--- config.mk ---
export PLATFORM = sky130hd
export DESIGN_NAME = chacha_driver_flat
export DESIGN_NICKNAME = d
export VERILOG_FILES = /design/src/rtl/chacha_pkg.sv /design/src/rtl/chacha_driver_if.sv /design/src/rtl/chacha_driver.sv /design/src/flat_wrapper.sv
export SDC_FILE = /design/constraint.sdc
export NUM_CORES = 1
export LEC_CHECK = 0
export BUFFER_PORTS_ARGS = -buffer_cell sky130_fd_sc_hd__buf_2
export CAP_MARGIN = 30
export CORE_MARGIN = 5
export CORE_UTILIZATION = 25
export DETAILED_ROUTE_END_ITERATION = 6
export PLACE_DENSITY = 0.42
export SLEW_MARGIN = 20
export SYNTH_ARGS = -nofsm -noshare
export SYNTH_HDL_FRONTEND = slang
export SYNTH_SLANG_ARGS = --single-unit
--- constraint.sdc ---
create_clock -name clk -period 5.2 [get_ports clk]
set_input_delay 0.78 -clock clk [delete_from_list [all_inputs] [get_ports clk]]
set_output_delay 0.78 -clock clk [all_outputs]
set_load 0.01 [all_outputs]
--- src/rtl/chacha_pkg.sv ---
// Shared definitions for the ChaCha block driver: FSM states, the sigma constant
// table and the block byte-map layout.
package chacha_pkg;

    typedef enum logic [2:0] {
        IDLE,
        WR_CONST,
        WR_CTR,
        SETTLE,
        WAIT_RDY,
        RD_ADDR,
        RD_HOLD
    } state_t;

    localparam int          BLOCK_BYTES = 64;
    localparam int          CONST_BYTES = 16;
    localparam logic [5:0]  CTR_BASE    = 6'd48;

    // "expand 32-byte k" with byte 0 in the least-significant lane
    localparam logic [127:0] SIGMA = 128'h6b206574_79622d32_3320646e_61707865;

    function automatic logic [7:0] const_byte(input logic [3:0] idx);
        return SIGMA[{idx, 3'b000} +: 8];
    endfunction

    function automatic logic [7:0] ctr_byte(input logic [31:0] ctr, input logic [1:0] sel);
        return ctr[{sel, 3'b000} +: 8];
    endfunction

endpackage

--- src/rtl/chacha_driver_if.sv ---
// Host, keystream and block-side signal bundle of the ChaCha block driver.
// master = driver view, slave = surrounding host / block / consumer view.
interface chacha_driver_if;

    logic [7:0]  cfg_data;
    logic [5:0]  cfg_addr;
    logic        cfg_we;
    logic        cfg_ready;
    logic        start;
    logic        abort;
    logic [31:0] ctr_init;
    logic [7:0]  nblocks;
    logic [7:0]  ks_data;
    logic        ks_valid;
    logic        ks_last;
    logic        ks_ready;
    logic        busy;
    logic        done;
    logic [7:0]  blk_wdata;
    logic [5:0]  blk_addr;
    logic        blk_write;
    logic [7:0]  blk_rdata;
    logic        blk_ready;

    modport master (
        input  cfg_data, cfg_addr, cfg_we, start, abort, ctr_init, nblocks,
        input  ks_ready, blk_rdata, blk_ready,
        output cfg_ready, ks_data, ks_valid, ks_last, busy, done,
        output blk_wdata, blk_addr, blk_write
    );

    modport slave (
        output cfg_data, cfg_addr, cfg_we, start, abort, ctr_init, nblocks,
        output ks_ready, blk_rdata, blk_ready,
        input  cfg_ready, ks_data, ks_valid, ks_last, busy, done,
        input  blk_wdata, blk_addr, blk_write
    );

endinterface

--- src/rtl/chacha_driver.sv ---
// Sequences a ChaCha block: writes constants and counter, waits for ready, streams 64 keystream bytes per block.
// Latency: cfg write appears on the block port 1 cycle later; each keystream byte costs at least 2 cycles.
// Backpressure: ks_ready low holds ks_data/ks_valid stable in RD_HOLD; the block itself is waited on without timeout.
module chacha_driver
    import chacha_pkg::*;
(
    input  logic            clk,
    input  logic            rst,
    chacha_driver_if.master bus
);

    state_t      state, state_n;
    logic [31:0] ctr, ctr_n, ctr_inc;
    logic [8:0]  remaining, remaining_n;
    logic [5:0]  rd_idx, rd_idx_n;
    logic        settle, settle_n;
    logic [7:0]  ks_data_q, ks_data_n;
    logic        ks_valid_q, ks_valid_n;
    logic        ks_last_q, ks_last_n;
    logic        done_q, done_n;
    logic        busy_q, busy_n;
    logic        blk_write_q, blk_write_n;
    logic [5:0]  blk_addr_q, blk_addr_n, next_addr;
    logic [7:0]  blk_wdata_q, blk_wdata_n;

    always_ff @(posedge clk) begin
        if (rst) begin
            state       <= IDLE;
            ctr         <= '0;
            remaining   <= '0;
            rd_idx      <= '0;
            settle      <= 1'b0;
            ks_data_q   <= '0;
            ks_valid_q  <= 1'b0;
            ks_last_q   <= 1'b0;
            done_q      <= 1'b0;
            busy_q      <= 1'b0;
            blk_write_q <= 1'b0;
            blk_addr_q  <= '0;
            blk_wdata_q <= '0;
        end else begin
            state       <= state_n;
            ctr         <= ctr_n;
            remaining   <= remaining_n;
            rd_idx      <= rd_idx_n;
            settle      <= settle_n;
            ks_data_q   <= ks_data_n;
            ks_valid_q  <= ks_valid_n;
            ks_last_q   <= ks_last_n;
            done_q      <= done_n;
            busy_q      <= busy_n;
            blk_write_q <= blk_write_n;
            blk_addr_q  <= blk_addr_n;
            blk_wdata_q <= blk_wdata_n;
        end
    end

    always_comb begin
        state_n     = state;
        ctr_n       = ctr;
        remaining_n = remaining;
        rd_idx_n    = rd_idx;
        settle_n    = settle;
        ks_data_n   = ks_data_q;
        ks_valid_n  = ks_valid_q;
        done_n      = 1'b0;
        blk_write_n = blk_write_q;
        blk_addr_n  = blk_addr_q;
        blk_wdata_n = blk_wdata_q;
        ctr_inc     = ctr + 32'd1;
        next_addr   = blk_addr_q + 6'd1;

        if (bus.abort) begin
            state_n     = IDLE;
            ks_valid_n  = 1'b0;
            blk_write_n = 1'b0;
            rd_idx_n    = '0;
        end else begin
            case (state)
                IDLE: begin
                    blk_write_n = 1'b0;
                    // start takes precedence; a coincident cfg write is dropped
                    if (bus.start) begin
                        ctr_n       = bus.ctr_init;
                        remaining_n = (bus.nblocks == 8'd0) ? 9'd256 : {1'b0, bus.nblocks};
                        rd_idx_n    = '0;
                        state_n     = WR_CONST;
                        blk_write_n = 1'b1;
                        blk_addr_n  = '0;
                        blk_wdata_n = const_byte(4'd0);
                    end else if (bus.cfg_we) begin
                        blk_write_n = 1'b1;
                        blk_addr_n  = bus.cfg_addr;
                        blk_wdata_n = bus.cfg_data;
                    end
                end
                WR_CONST: begin
                    if (blk_addr_q == 6'(CONST_BYTES - 1)) begin
                        state_n     = WR_CTR;
                        blk_addr_n  = CTR_BASE;
                        blk_wdata_n = ctr_byte(ctr, 2'd0);
                    end else begin
                        blk_addr_n  = next_addr;
                        blk_wdata_n = const_byte(next_addr[3:0]);
                    end
                end
                WR_CTR: begin
                    if (blk_addr_q == CTR_BASE + 6'd3) begin
                        state_n     = SETTLE;
                        blk_write_n = 1'b0;
                        settle_n    = 1'b0;
                    end else begin
                        blk_addr_n  = next_addr;
                        blk_wdata_n = ctr_byte(ctr, next_addr[1:0]);
                    end
                end
                SETTLE: begin
                    settle_n = 1'b1;
                    if (settle) state_n = WAIT_RDY;
                end
                WAIT_RDY: begin
                    if (bus.blk_ready) begin
                        state_n    = RD_ADDR;
                        blk_addr_n = rd_idx;
                    end
                end
                RD_ADDR: begin
                    ks_data_n  = bus.blk_rdata;
                    ks_valid_n = 1'b1;
                    state_n    = RD_HOLD;
                end
                RD_HOLD: begin
                    if (bus.ks_ready) begin
                        ks_valid_n = 1'b0;
                        rd_idx_n   = rd_idx + 6'd1;
                        if (rd_idx == 6'(BLOCK_BYTES - 1)) begin
                            ctr_n       = ctr_inc;
                            remaining_n = remaining - 9'd1;
                            if (remaining == 9'd1) begin
                                state_n = IDLE;
                                done_n  = 1'b1;
                            end else begin
                                // key/nonce/constants persist in the block; only the counter changes
                                state_n     = WR_CTR;
                                blk_write_n = 1'b1;
                                blk_addr_n  = CTR_BASE;
                                blk_wdata_n = ctr_inc[7:0];
                            end
                        end else begin
                            state_n    = RD_ADDR;
                            blk_addr_n = rd_idx + 6'd1;
                        end
                    end
                end
                default: state_n = IDLE;
            endcase
        end

        busy_n    = (state_n != IDLE);
        ks_last_n = (rd_idx_n == 6'(BLOCK_BYTES - 1));
    end

    assign bus.ks_data   = ks_data_q;
    assign bus.ks_valid  = ks_valid_q;
    assign bus.ks_last   = ks_last_q;
    assign bus.done      = done_q;
    assign bus.busy      = busy_q;
    assign bus.cfg_ready = !busy_q;
    assign bus.blk_write = blk_write_q;
    assign bus.blk_addr  = blk_addr_q;
    assign bus.blk_wdata = blk_wdata_q;

endmodule

--- src/flat_wrapper.sv ---
// flat-port wrapper written by rule: the top's interface ports become plain ports
module chacha_driver_flat import chacha_pkg::*;
  (clk, rst, bus_cfg_data, bus_cfg_addr, bus_cfg_we, bus_start, bus_abort, bus_ctr_init, bus_nblocks, bus_ks_ready, bus_blk_rdata, bus_blk_ready, bus_cfg_ready, bus_ks_data, bus_ks_valid, bus_ks_last, bus_busy, bus_done, bus_blk_wdata, bus_blk_addr, bus_blk_write);
  chacha_driver_if bus_i ();
  input  logic clk;
  input  logic rst;
  input wire logic [$bits(bus_i.cfg_data)-1:0] bus_cfg_data;
  input wire logic [$bits(bus_i.cfg_addr)-1:0] bus_cfg_addr;
  input wire logic [$bits(bus_i.cfg_we)-1:0] bus_cfg_we;
  input wire logic [$bits(bus_i.start)-1:0] bus_start;
  input wire logic [$bits(bus_i.abort)-1:0] bus_abort;
  input wire logic [$bits(bus_i.ctr_init)-1:0] bus_ctr_init;
  input wire logic [$bits(bus_i.nblocks)-1:0] bus_nblocks;
  input wire logic [$bits(bus_i.ks_ready)-1:0] bus_ks_ready;
  input wire logic [$bits(bus_i.blk_rdata)-1:0] bus_blk_rdata;
  input wire logic [$bits(bus_i.blk_ready)-1:0] bus_blk_ready;
  output wire logic [$bits(bus_i.cfg_ready)-1:0] bus_cfg_ready;
  output wire logic [$bits(bus_i.ks_data)-1:0] bus_ks_data;
  output wire logic [$bits(bus_i.ks_valid)-1:0] bus_ks_valid;
  output wire logic [$bits(bus_i.ks_last)-1:0] bus_ks_last;
  output wire logic [$bits(bus_i.busy)-1:0] bus_busy;
  output wire logic [$bits(bus_i.done)-1:0] bus_done;
  output wire logic [$bits(bus_i.blk_wdata)-1:0] bus_blk_wdata;
  output wire logic [$bits(bus_i.blk_addr)-1:0] bus_blk_addr;
  output wire logic [$bits(bus_i.blk_write)-1:0] bus_blk_write;
  assign bus_i.cfg_data = bus_cfg_data;
  assign bus_i.cfg_addr = bus_cfg_addr;
  assign bus_i.cfg_we = bus_cfg_we;
  assign bus_i.start = bus_start;
  assign bus_i.abort = bus_abort;
  assign bus_i.ctr_init = bus_ctr_init;
  assign bus_i.nblocks = bus_nblocks;
  assign bus_i.ks_ready = bus_ks_ready;
  assign bus_i.blk_rdata = bus_blk_rdata;
  assign bus_i.blk_ready = bus_blk_ready;
  assign bus_cfg_ready = bus_i.cfg_ready;
  assign bus_ks_data = bus_i.ks_data;
  assign bus_ks_valid = bus_i.ks_valid;
  assign bus_ks_last = bus_i.ks_last;
  assign bus_busy = bus_i.busy;
  assign bus_done = bus_i.done;
  assign bus_blk_wdata = bus_i.blk_wdata;
  assign bus_blk_addr = bus_i.blk_addr;
  assign bus_blk_write = bus_i.blk_write;
  chacha_driver u_core (.clk(clk), .rst(rst), .bus(bus_i));
endmodule
# Word-level counts from Yosys, hierarchy flattened
# Index checks and enable logic that the tools add are counted.
[word_totals]
register_bits = 78
out_inout_bits = 28
in_bits = 69
[classes]
n_eq_ne = 20
n_mux = 51
shift = 2
n_addsub = 4
n_bitwise = 4
n_reduce_logical = 19
[op_table]
columns = ["cell", "n"]
rows = [
  ["$shiftx 128x8->8 const A", 1],
  ["$mux 32", 3],
  ["$mux 6", 11],
  ["$pmux 32 s2", 1],
  ["$mux 8", 7],
  ["$mux 9", 4],
  ["$add 32x1->32 const B", 1],
  ["$pmux 8 s4", 1],
  ["$shiftx 32x6->8", 1],
  ["$pmux 6 s5", 1],
  ["$mux 3", 8],
  ["$pmux 3 s7", 1],
  ["$eq 6x6->1 const B", 3],
  ["$pmux 9 s2", 1],
  ["$reduce_and 7->1", 2],
  ["$add 6x1->6 const B", 2],
  ["$pmux 6 s2", 1],
  ["$ne 2x2->1 const B", 5],
  ["$reduce_and 5->1", 2],
  ["$eq 3x3->1 const B", 3],
  ["$eq 9x1->1 const B", 1],
  ["$sub 9x1->9 const B", 1],
  ["$logic_not 8->1", 1],
  ["$mux 1", 8],
  ["19 further kinds", 30],
]

# Depth between registers and ports, before layout
# Gate-level depths: netlist (run 1).
[logic_depth]
depth_word = 7
depth_mapped = 10

# Worst setup path after synthesis (run 1)
# OpenSTA, ideal clock, no wires.
[synth_path]
kind = "register to register"
from = "register u_core.blk_addr_q[0] (netlist: u_core.bus.blk_addr[0])"
to = "register u_core.blk_wdata_q[7] (netlist: u_core.bus.blk_wdata[7])"
stages_incl_launch_ff = 10
period_less_slack_ps = 2673
slack_ps = 2527
t_arrival_ps = 2539
required_time_ps = 5066
setup_time_ps = 134
cell_sequence = "dfxtp_1 buf_2 buf_2 inv_1 ha_1 clkbuf_1 mux4_2 a32o_1 a221oi_1 a211oi_1"
[synth_between]
elab_chain_cells = 4
elab_cells_between_ends = 10
cone_classes = "add/sub (1); eq/ne (3); shift (2); mux (3); reduce/logical (1)"
[synth_rtl]
columns = ["element", "line_no", "text"]
rows = [
  ["from (decl)", "chacha_driver.sv:23", "logic [5:0] blk_addr_q, blk_addr_n, next_addr;"],
  ["from (signal assigned)", "chacha_driver.sv:53", "blk_addr_q <= blk_addr_n;"],
  ["$add 6x1->6", "chacha_driver.sv:71", "next_addr = blk_addr_q + 6'd1;"],
  ["$shiftx 128x8->8 or $shiftx 32x6->8 (tied branches)", "chacha_pkg.sv:23, chacha_pkg.sv:27", ""],
  ["$mux 8 (on tied branches)", "chacha_driver.sv:98, chacha_driver.sv:108", ""],
  ["$pmux 8 s4", "chacha_driver.sv:79", "case (state)"],
  ["to (signal assigned)", "chacha_driver.sv:54", "blk_wdata_q <= blk_wdata_n;"],
  ["to (decl)", "chacha_driver.sv:24", "logic [7:0] blk_wdata_q, blk_wdata_n;"],
]
# Parallel ways exist; a longest one is shown, timed or not. The select of a mux whose other input is x is not followed.
# A chain may end at the register's enable or synchronous reset.

# Final worst setup path (run 1)
[layout_path]
from = "register u_core.state[0]"
to = "register u_core.blk_wdata_q[2] (netlist: u_core.bus.blk_wdata[2])"
[layout_between]
elab_chain_cells = 3
elab_cells_between_ends = 12
cone_classes = "eq/ne (8); mux (1); reduce/logical (3)"
[layout_rtl]
columns = ["element", "line_no", "text"]
rows = [
  ["from (decl)", "chacha_driver.sv:12", "state_t state, state_n;"],
  ["from (signal assigned)", "chacha_driver.sv:42", "state <= state_n;"],
  ["$eq 3x3->1, or another cell as far along", "chacha_driver.sv:79", ""],
  ["$ne 2x1->1 (no source line), or another cell as far along", "--", ""],
  ["$reduce_and 7->1 (no source line)", "--", ""],
]
# Parallel ways exist; a longest one is shown, timed or not.

==> flow_summary_export.csv, run 1 <==
group,metric,value,unit
clock_network,clk_transition_reported_paths,0.06,ns
synthesis,yosysWarnings,0,
synthesis,netlist.top_cell.by_area,"sky130_fd_sc_hd__dfxtp_1",
worst_setup_path,rr_endpoint,"u_core.bus.blk_wdata[2]$_SDFFE_PP0P_",
floorplan,fp.dieArea,0.0246,mm²
synthesis,synth_edf_count,0,
layout,layout.cell_area.non_filler,0.00631,mm²
layout,multiInputGateArea,0.00350,mm²
route,vias,5466,
clock_network,clk_latency,0.35,ns
floorplan,rows,53,
timing,final-setup-viol-count,0,
synthesis,netlist_top_cells_area,"sky130_fd_sc_hd__dfxtp_1, sky130_fd_sc_hd__a21oi_1, sky130_fd_sc_hd__nor2_1, sky130_fd_sc_hd__nand2_1, sky130_fd_sc_hd__o21ai_0",
route,route.antenna.remaining_nets,0,
route,drtIter0Drc,464,
synthesis,synth.cell_area,0.00538,mm²
layout,n_antenna_cell,0,
synthesis,post_synth.cell_area_avg,7.54,µm²
hold_path,hold_path.class,"register to register",
status,status,"finished clean",
place,port_buffers,96,
floorplan,die_x,157,µm
timing,timing.clock.skew,0.00554,ns
route,detail_route.wl_per_cell,18.2,µm
layout,final_cells,1047,
worst_setup_path,crit_path_start_kind,"register",
synthesis,distinct_cell_type_count_after_synthesis,71,
layout,synthToLayoutAreaGrowth,17.2,%
synthesis,synth-seq-cells,78,
worst_setup_path,worst_ep_required_time,5.45,ns
clock_network,tritoncts.num_buffers,9,
global_route,global_route_wire_length_before_repair,30.4,mm
layout,final_net_count,847,
worst_setup_path,crit_arrival,2.97,ns
layout,finish.utilization,0.299,
layout,fillerInstances,2352,
worst_setup_path,worst_setup_path_startpoint,"u_core.state[0]$_SDFF_PP0_",
global_route,grt_max_degree,72,
global_route,grt_overflow_total,0,
timing,report.final.slew_viol_count,0,
place,place_ws,2.32,ns
timing,slew-limit-headroom,0.401,
clock_network,postCtsSetupBuffers,0,
timing,final-hold-violation-count,0,
clock_network,cts.path.max_buffers,2,
synthesis,synth_sequential_area_ratio,0.290,
floorplan,height_of_the_chip,157,µm
worst_setup_path,ff2ff_path_depth,6,
synthesis,syn_nets,792,
global_route,first_global_vias,5321,
layout,layout_commonest_cell,"sky130_fd_sc_hd__buf_2",
timing,max_freq,368,MHz
worst_setup_path,worst_setup_path_end_kind,"register",
route,drt_wl_total,19.1,mm
pwr,power_after_layout,1.57,mW
clock_network,hold_buffers,0,
job,maxCapViolCount,0,
global_route,grt.total_usage,0.156,
place,hpwl,13.5,mm
synthesis,async_flop_share,0,
timing,worst_pin_slew,0.894,ns
synthesis,synth_top_flop_cell,"sky130_fd_sc_hd__dfxtp_1",
timing,finalSetupTns,0,ns
place,placed_instances,1032,
layout,drive_gt1_frac,0.194,
worst_setup_path,reg2reg_from,"u_core.state[0]$_SDFF_PP0_",
worst_setup_path,ff2ff_setup_slack,2.48,ns
timing,min_period,2.72,ns
pwr,irDropWorstVdd,0.146,mV
clock_network,clk_root_buffer_cell,"sky130_fd_sc_hd__clkbuf_16",
floorplan,io_pins,97,
worst_setup_path,worstSetupEndpoint,"u_core.bus.blk_wdata[2]$_SDFFE_PP0P_",
synthesis,synth_cells,714,
global_route,antenna_found_initial,0,
worst_setup_path,critical_path.max_fanout,24,
pwr,leakagePower,2.36,nW
timing,post-route-worst-setup-slack,2.48,ns
timing,grt_setup_unrepaired,"false",
place,placement_cell_area,0.00600,mm²
clock_network,cts_tree,"yes",
route,viasPerCell,5.22,
layout,layout.cells.most_common_list,"sky130_fd_sc_hd__buf_2, sky130_fd_sc_hd__nor2_1, sky130_fd_sc_hd__dfxtp_1, sky130_fd_sc_hd__nand2_1, sky130_fd_sc_hd__a21oi_1",
route,drc,0,
timing,layout_worst_path_cycle_share,0.523,
clock_network,cts.htree.levels,3,
clock_network,post_cts_resized,0,
route,detailedRoute.firstPassIterationCount,5,
place,gp_congestion,0.806,
floorplan,placeable_area,0.0211,mm²
worst_setup_path,timing.setup.critical_path_class,"register to register",
clock_network,clkSinkCount,78,
layout,register_area,0.00156,mm²
synthesis,fraction_of_synthesized_cell_area_taken_by_the_top_area_cell_type,0.290,
floorplan,initial_core_util,0.255,
timing,timing.hold.ws,0.470,ns
pwr,power_density,248,mW/mm²
==> worst max-delay path, stage by stage (launching register included) <==
cell                        delay [ns]
sky130_fd_sc_hd__dfxtp_1          0.81
sky130_fd_sc_hd__nand2b_1         0.44
sky130_fd_sc_hd__nor4_2           0.15
sky130_fd_sc_hd__a2111oi_4        0.35
sky130_fd_sc_hd__and3_1           0.45
sky130_fd_sc_hd__nor2_1           0.09
sky130_fd_sc_hd__a2111oi_2        0.31
==> registers in the layout (all words and copies together), names as in the netlist <==
name	flops
u_core.bus.busy	1
u_core.bus.ks_valid	1
u_core.bus.ks_last	1
u_core.ctr	32
u_core.settle	1
u_core.remaining	9
u_core.bus.blk_addr	6
u_core.bus.blk_wdata	8
u_core.bus.blk_write	1
u_core.bus.ks_data	8
u_core.bus.done	1
u_core.rd_idx	6
u_core.state	3
==> cell families (layout without fill, tap and decap cells) <==
family,after synthesis,count (layout),share of synthesized area
multiplexers,24,24,0.0637
adder cells (fa/ha/maj),9,9,0.0209
AO/OA/AOI/OAI,227,227,0.276
buffers and inverters,74,132,0.0625
XOR/XNOR,10,10,0.0163
flip-flops,78,78,0.290
AND/OR/NAND/NOR,292,292,0.270
==> layer usage <==
layer  up-vias  share of wire  GRT usage  routed length [µm]
met5         -              0          0                   0
li1       2750              -          -                   -
met4         0          0.012     0.0471                 238
met2       150           0.45      0.237                8600
met3        15          0.051     0.0213                 965
met1      2551           0.49      0.229                9250
==> power breakdown <==
part	leakage [nW]	internal (mW)	switching [mW]	total, mW
registers	0.638	0.626	0.0411	0.667
clock network	0.142	0.394	0.260	0.654
logic	1.58	0.107	0.138	0.244
total	2.36	1.13	0.439	1.57
==> final cells by class <==
type,count,share of cell area
sequential,78,0.248
timing repair buffer,106,0.0893
multi-input combinational,562,0.555
clock buffer,13,0.0413
clock inverter,1,0.00476
inverter,12,0.00714
tap,275,0.0546
==> cells in the mapped netlist (4+ instances only) <==
master	count
sky130_fd_sc_hd__o22ai_1	10
sky130_fd_sc_hd__ha_1	9
sky130_fd_sc_hd__and4_1	5
sky130_fd_sc_hd__o21ai_0	48
sky130_fd_sc_hd__o31ai_1	6
sky130_fd_sc_hd__nor3b_1	4
sky130_fd_sc_hd__buf_4	7
sky130_fd_sc_hd__mux4_2	8
sky130_fd_sc_hd__nor2b_1	4
sky130_fd_sc_hd__nor4_1	4
sky130_fd_sc_hd__a21oi_1	65
sky130_fd_sc_hd__a22oi_1	9
sky130_fd_sc_hd__inv_1	12
sky130_fd_sc_hd__and2_1	6
sky130_fd_sc_hd__a221oi_1	7
sky130_fd_sc_hd__xor2_1	5
sky130_fd_sc_hd__nand2_1	73
sky130_fd_sc_hd__a311oi_1	7
sky130_fd_sc_hd__nand3_1	25
sky130_fd_sc_hd__and3_1	14
sky130_fd_sc_hd__a211oi_1	26
sky130_fd_sc_hd__a31oi_1	6
sky130_fd_sc_hd__nand2b_1	14
sky130_fd_sc_hd__mux2i_1	14
sky130_fd_sc_hd__nor3_1	28
sky130_fd_sc_hd__nand4_1	8
sky130_fd_sc_hd__xnor2_1	5
sky130_fd_sc_hd__dfxtp_1	78
sky130_fd_sc_hd__buf_2	25
sky130_fd_sc_hd__a21o_1	9
sky130_fd_sc_hd__nor2_1	79
sky130_fd_sc_hd__or3_1	7
sky130_fd_sc_hd__clkbuf_1	28
==> worst min path at each step <==
stage	start	to	slack, ns	cells past startpoint
after CTS	u_core.bus.blk_wdata[5]$_SDFFE_PP0P_	u_core.bus.blk_wdata[5]$_SDFFE_PP0P_	0.48	2
after global routing	u_core.bus.ks_data[2]$_SDFFE_PP0P_	u_core.bus.ks_data[2]$_SDFFE_PP0P_	0.51	2
after global placement	u_core.bus.blk_wdata[5]$_SDFFE_PP0P_	u_core.bus.blk_wdata[5]$_SDFFE_PP0P_	0.46	2
after floorplan	u_core.remaining[5]$_SDFFE_PP0P_	u_core.remaining[5]$_SDFFE_PP0P_	0.48	2
after detailed placement	u_core.bus.blk_wdata[5]$_SDFFE_PP0P_	u_core.bus.blk_wdata[5]$_SDFFE_PP0P_	0.47	2
final	u_core.bus.blk_wdata[5]$_SDFFE_PP0P_	u_core.bus.blk_wdata[5]$_SDFFE_PP0P_	0.47	2
Power figures use the tool's default switching activity.
==> inputs of run 2 (changes only) <==
PLACE_DENSITY = 0.44   (was 0.42)
clock period = 2.35 ns   (was 5.2 ns; I/O delays follow)
==> run 2 against run 1 <==
  * Sequential share of layout area shrank 1.5 points
  * Worst setup slack worse by 2.3 ns
  * Count of clock-buffer cells in the layout is 3 lower
  * Flip-flop and latch count did not move
  * Global-route usage hardly changed
  * Fmax is 26% higher
  * Wire length grew 1.5%
  * Clock power is 130% higher
  * Sequential power increased by 120%
  * Register-to-register slack worse by 2.3 ns
  * Cell area rose by 6.6%
==> flow_summary_export.csv, run 2 (synthesized netlist as in run 1, its figures left out) <==
group,metric,value,unit
route,drt_wl_total,19.3,mm
worst_setup_path,max_stage_delay,0.44,ns
timing,min_period,2.16,ns
layout,final_net_count,893,
pwr,irDropWorstVdd,0.331,mV
layout,layout_top_registers,"u_core.ctr: 32 flops, u_core.remaining: 9 flops",
floorplan,die_x,157,µm
global_route,first_global_vias,5420,
worst_setup_path,timing.setup.critical_path_class,"register to register",
worst_setup_path,crit_arrival,2.38,ns
timing,report.final.slew_viol_count,0,
layout,largest_reg_flops,32,
layout,fillerInstances,2339,
pwr,power_after_layout,3.59,mW
global_route,antenna_found_initial,0,
global_route,grt_overflow_total,0,
clock_network,cts.htree.levels,3,
route,detailedRoute.firstPassIterationCount,4,
route,drtIter0Drc,370,
global_route,global_route_wire_length_before_repair,30.6,mm
timing,worst_pin_slew,0.508,ns
job,maxCapViolCount,0,
layout,regMostFlops,"u_core.ctr",
clock_network,clkSinkCount,78,
floorplan,fp.dieArea,0.0246,mm²
global_route,grt.total_usage,0.156,
timing,finalSetupTns,0,ns
place,placed_instances,1079,
layout,layout_commonest_cell,"sky130_fd_sc_hd__buf_2",
timing,final-setup-viol-count,0,
worst_setup_path,crit_path_cell_trace,"buf_4 > nand3_1 > xor2_1 > mux4_2 > a211oi_1 > nor3_1",
timing,final-hold-violation-count,0,
place,port_buffers,96,
floorplan,placeable_area,0.0211,mm²
hold_path,hold_path.class,"input port to register",
layout,layout.cells.most_common_list,"sky130_fd_sc_hd__buf_2, sky130_fd_sc_hd__nor2_1, sky130_fd_sc_hd__dfxtp_1, sky130_fd_sc_hd__nand2_1, sky130_fd_sc_hd__a21oi_1",
layout,multiInputGateArea,0.00351,mm²
floorplan,height_of_the_chip,157,µm
worst_setup_path,crit_slowest_cell,"sky130_fd_sc_hd__xor2_1",
layout,final_cells,1093,
clock_network,postCtsSetupBuffers,0,
timing,grt_setup_unrepaired,"false",
route,vias,5663,
floorplan,io_pins,97,
clock_network,clk_transition_reported_paths,0.06,ns
pwr,leakagePower,2.62,nW
layout,register_area,0.00156,mm²
route,route.antenna.remaining_nets,0,
timing,max_freq,463,MHz
clock_network,cts.path.max_buffers,2,
floorplan,rows,53,
pwr,power_density,534,mW/mm²
clock_network,cts_tree,"yes",
route,viasPerCell,5.18,
place,hpwl,14.4,mm
layout,synthToLayoutAreaGrowth,24.9,%
worst_setup_path,worst_ep_required_time,2.57,ns
layout,n_antenna_cell,0,
worst_setup_path,worst_setup_path_end_kind,"register",
clock_network,hold_buffers,0,
worst_setup_path,critical_path.max_fanout,14,
status,status,"finished clean",
clock_network,clk_latency,0.35,ns
global_route,grt_max_degree,72,
timing,slew-limit-headroom,0.659,
place,gp_congestion,0.795,
floorplan,initial_core_util,0.255,
timing,layout_worst_path_cycle_share,0.918,
clock_network,tritoncts.num_buffers,9,
worst_setup_path,crit_path_start_kind,"register",
route,detail_route.wl_per_cell,17.7,µm
timing,timing.clock.skew,0.00795,ns
layout,drive_gt1_frac,0.247,
clock_network,clk_root_buffer_cell,"sky130_fd_sc_hd__clkbuf_16",
route,drc,0,
==> run 2: power by group <==
group / leakage (nW) / switching (mW) / internal, mW / total (mW)
Sequential: 0.638 / 0.0770 / 1.38 / 1.46
Combinational: 1.84 / 0.324 / 0.272 / 0.596
Clock: 0.150 / 0.587 / 0.946 / 1.53
Total: 2.62 / 0.988 / 2.60 / 3.59
==> run 2: path summary, 6_finish.rpt <==
check                                            start                                   end  slack [ns]  cells past startpoint
hold / removal                        bus_blk_rdata[1]    u_core.bus.ks_data[1]$_SDFFE_PP0P_        0.24                      3
setup / recovery   u_core.bus.blk_addr[0]$_SDFFE_PP0P_  u_core.bus.blk_wdata[3]$_SDFFE_PP0P_        0.19                      6
setup reg to reg   u_core.bus.blk_addr[0]$_SDFFE_PP0P_  u_core.bus.blk_wdata[3]$_SDFFE_PP0P_        0.19                      6
hold reg to reg   u_core.bus.blk_wdata[5]$_SDFFE_PP0P_  u_core.bus.blk_wdata[5]$_SDFFE_PP0P_        0.46                      2
==> run 2: per-layer routing <==
layer  track usage  part of all wire  vias to the layer above
li1              -                 -                     2840
met5             0                 0                        -
met3        0.0254             0.044                       16
met4        0.0351             0.012                        0
met2         0.253              0.47                      137
met1         0.218              0.48                     2670
==> run 2: worst max-delay path: cells and delay by family, from the launching register on <==
family	cells	cell delay (ns)
buf+inv	1	0.27
simple gates	2	0.25
flops	1	0.39
xor+xnor	1	0.44
compound gates	1	0.29
mux	1	0.40
==> run 2: what timing repair did <==
item | 4_1_cts | 5_1_grt
setup endpoints to repair | 0 | 2
gates resized for setup | 0 | 3
hold endpoints to repair | 0 | 0
==> run 2: area by class of cell <==
cell class                 count  area share
clock buffer                  10      0.0355
clock inverter                 4      0.0108
inverter                      12     0.00670
multi-input combinational    562       0.522
sequential                    78       0.233
tap                          275      0.0512
timing repair buffer         152       0.141
==> run 2: stage by stage <==
stage               hold WS (ns)   util  area, µm²  setup slack (ns)
floorplan                  0.477      -       5390            0.0388
global placement           0.448  0.304       6410             0.190
detailed placement         0.451  0.304       6410             0.151
CTS                        0.236  0.319       6720             0.127
global route               0.251  0.319       6720            0.0208
finish                     0.241  0.319       6720             0.192
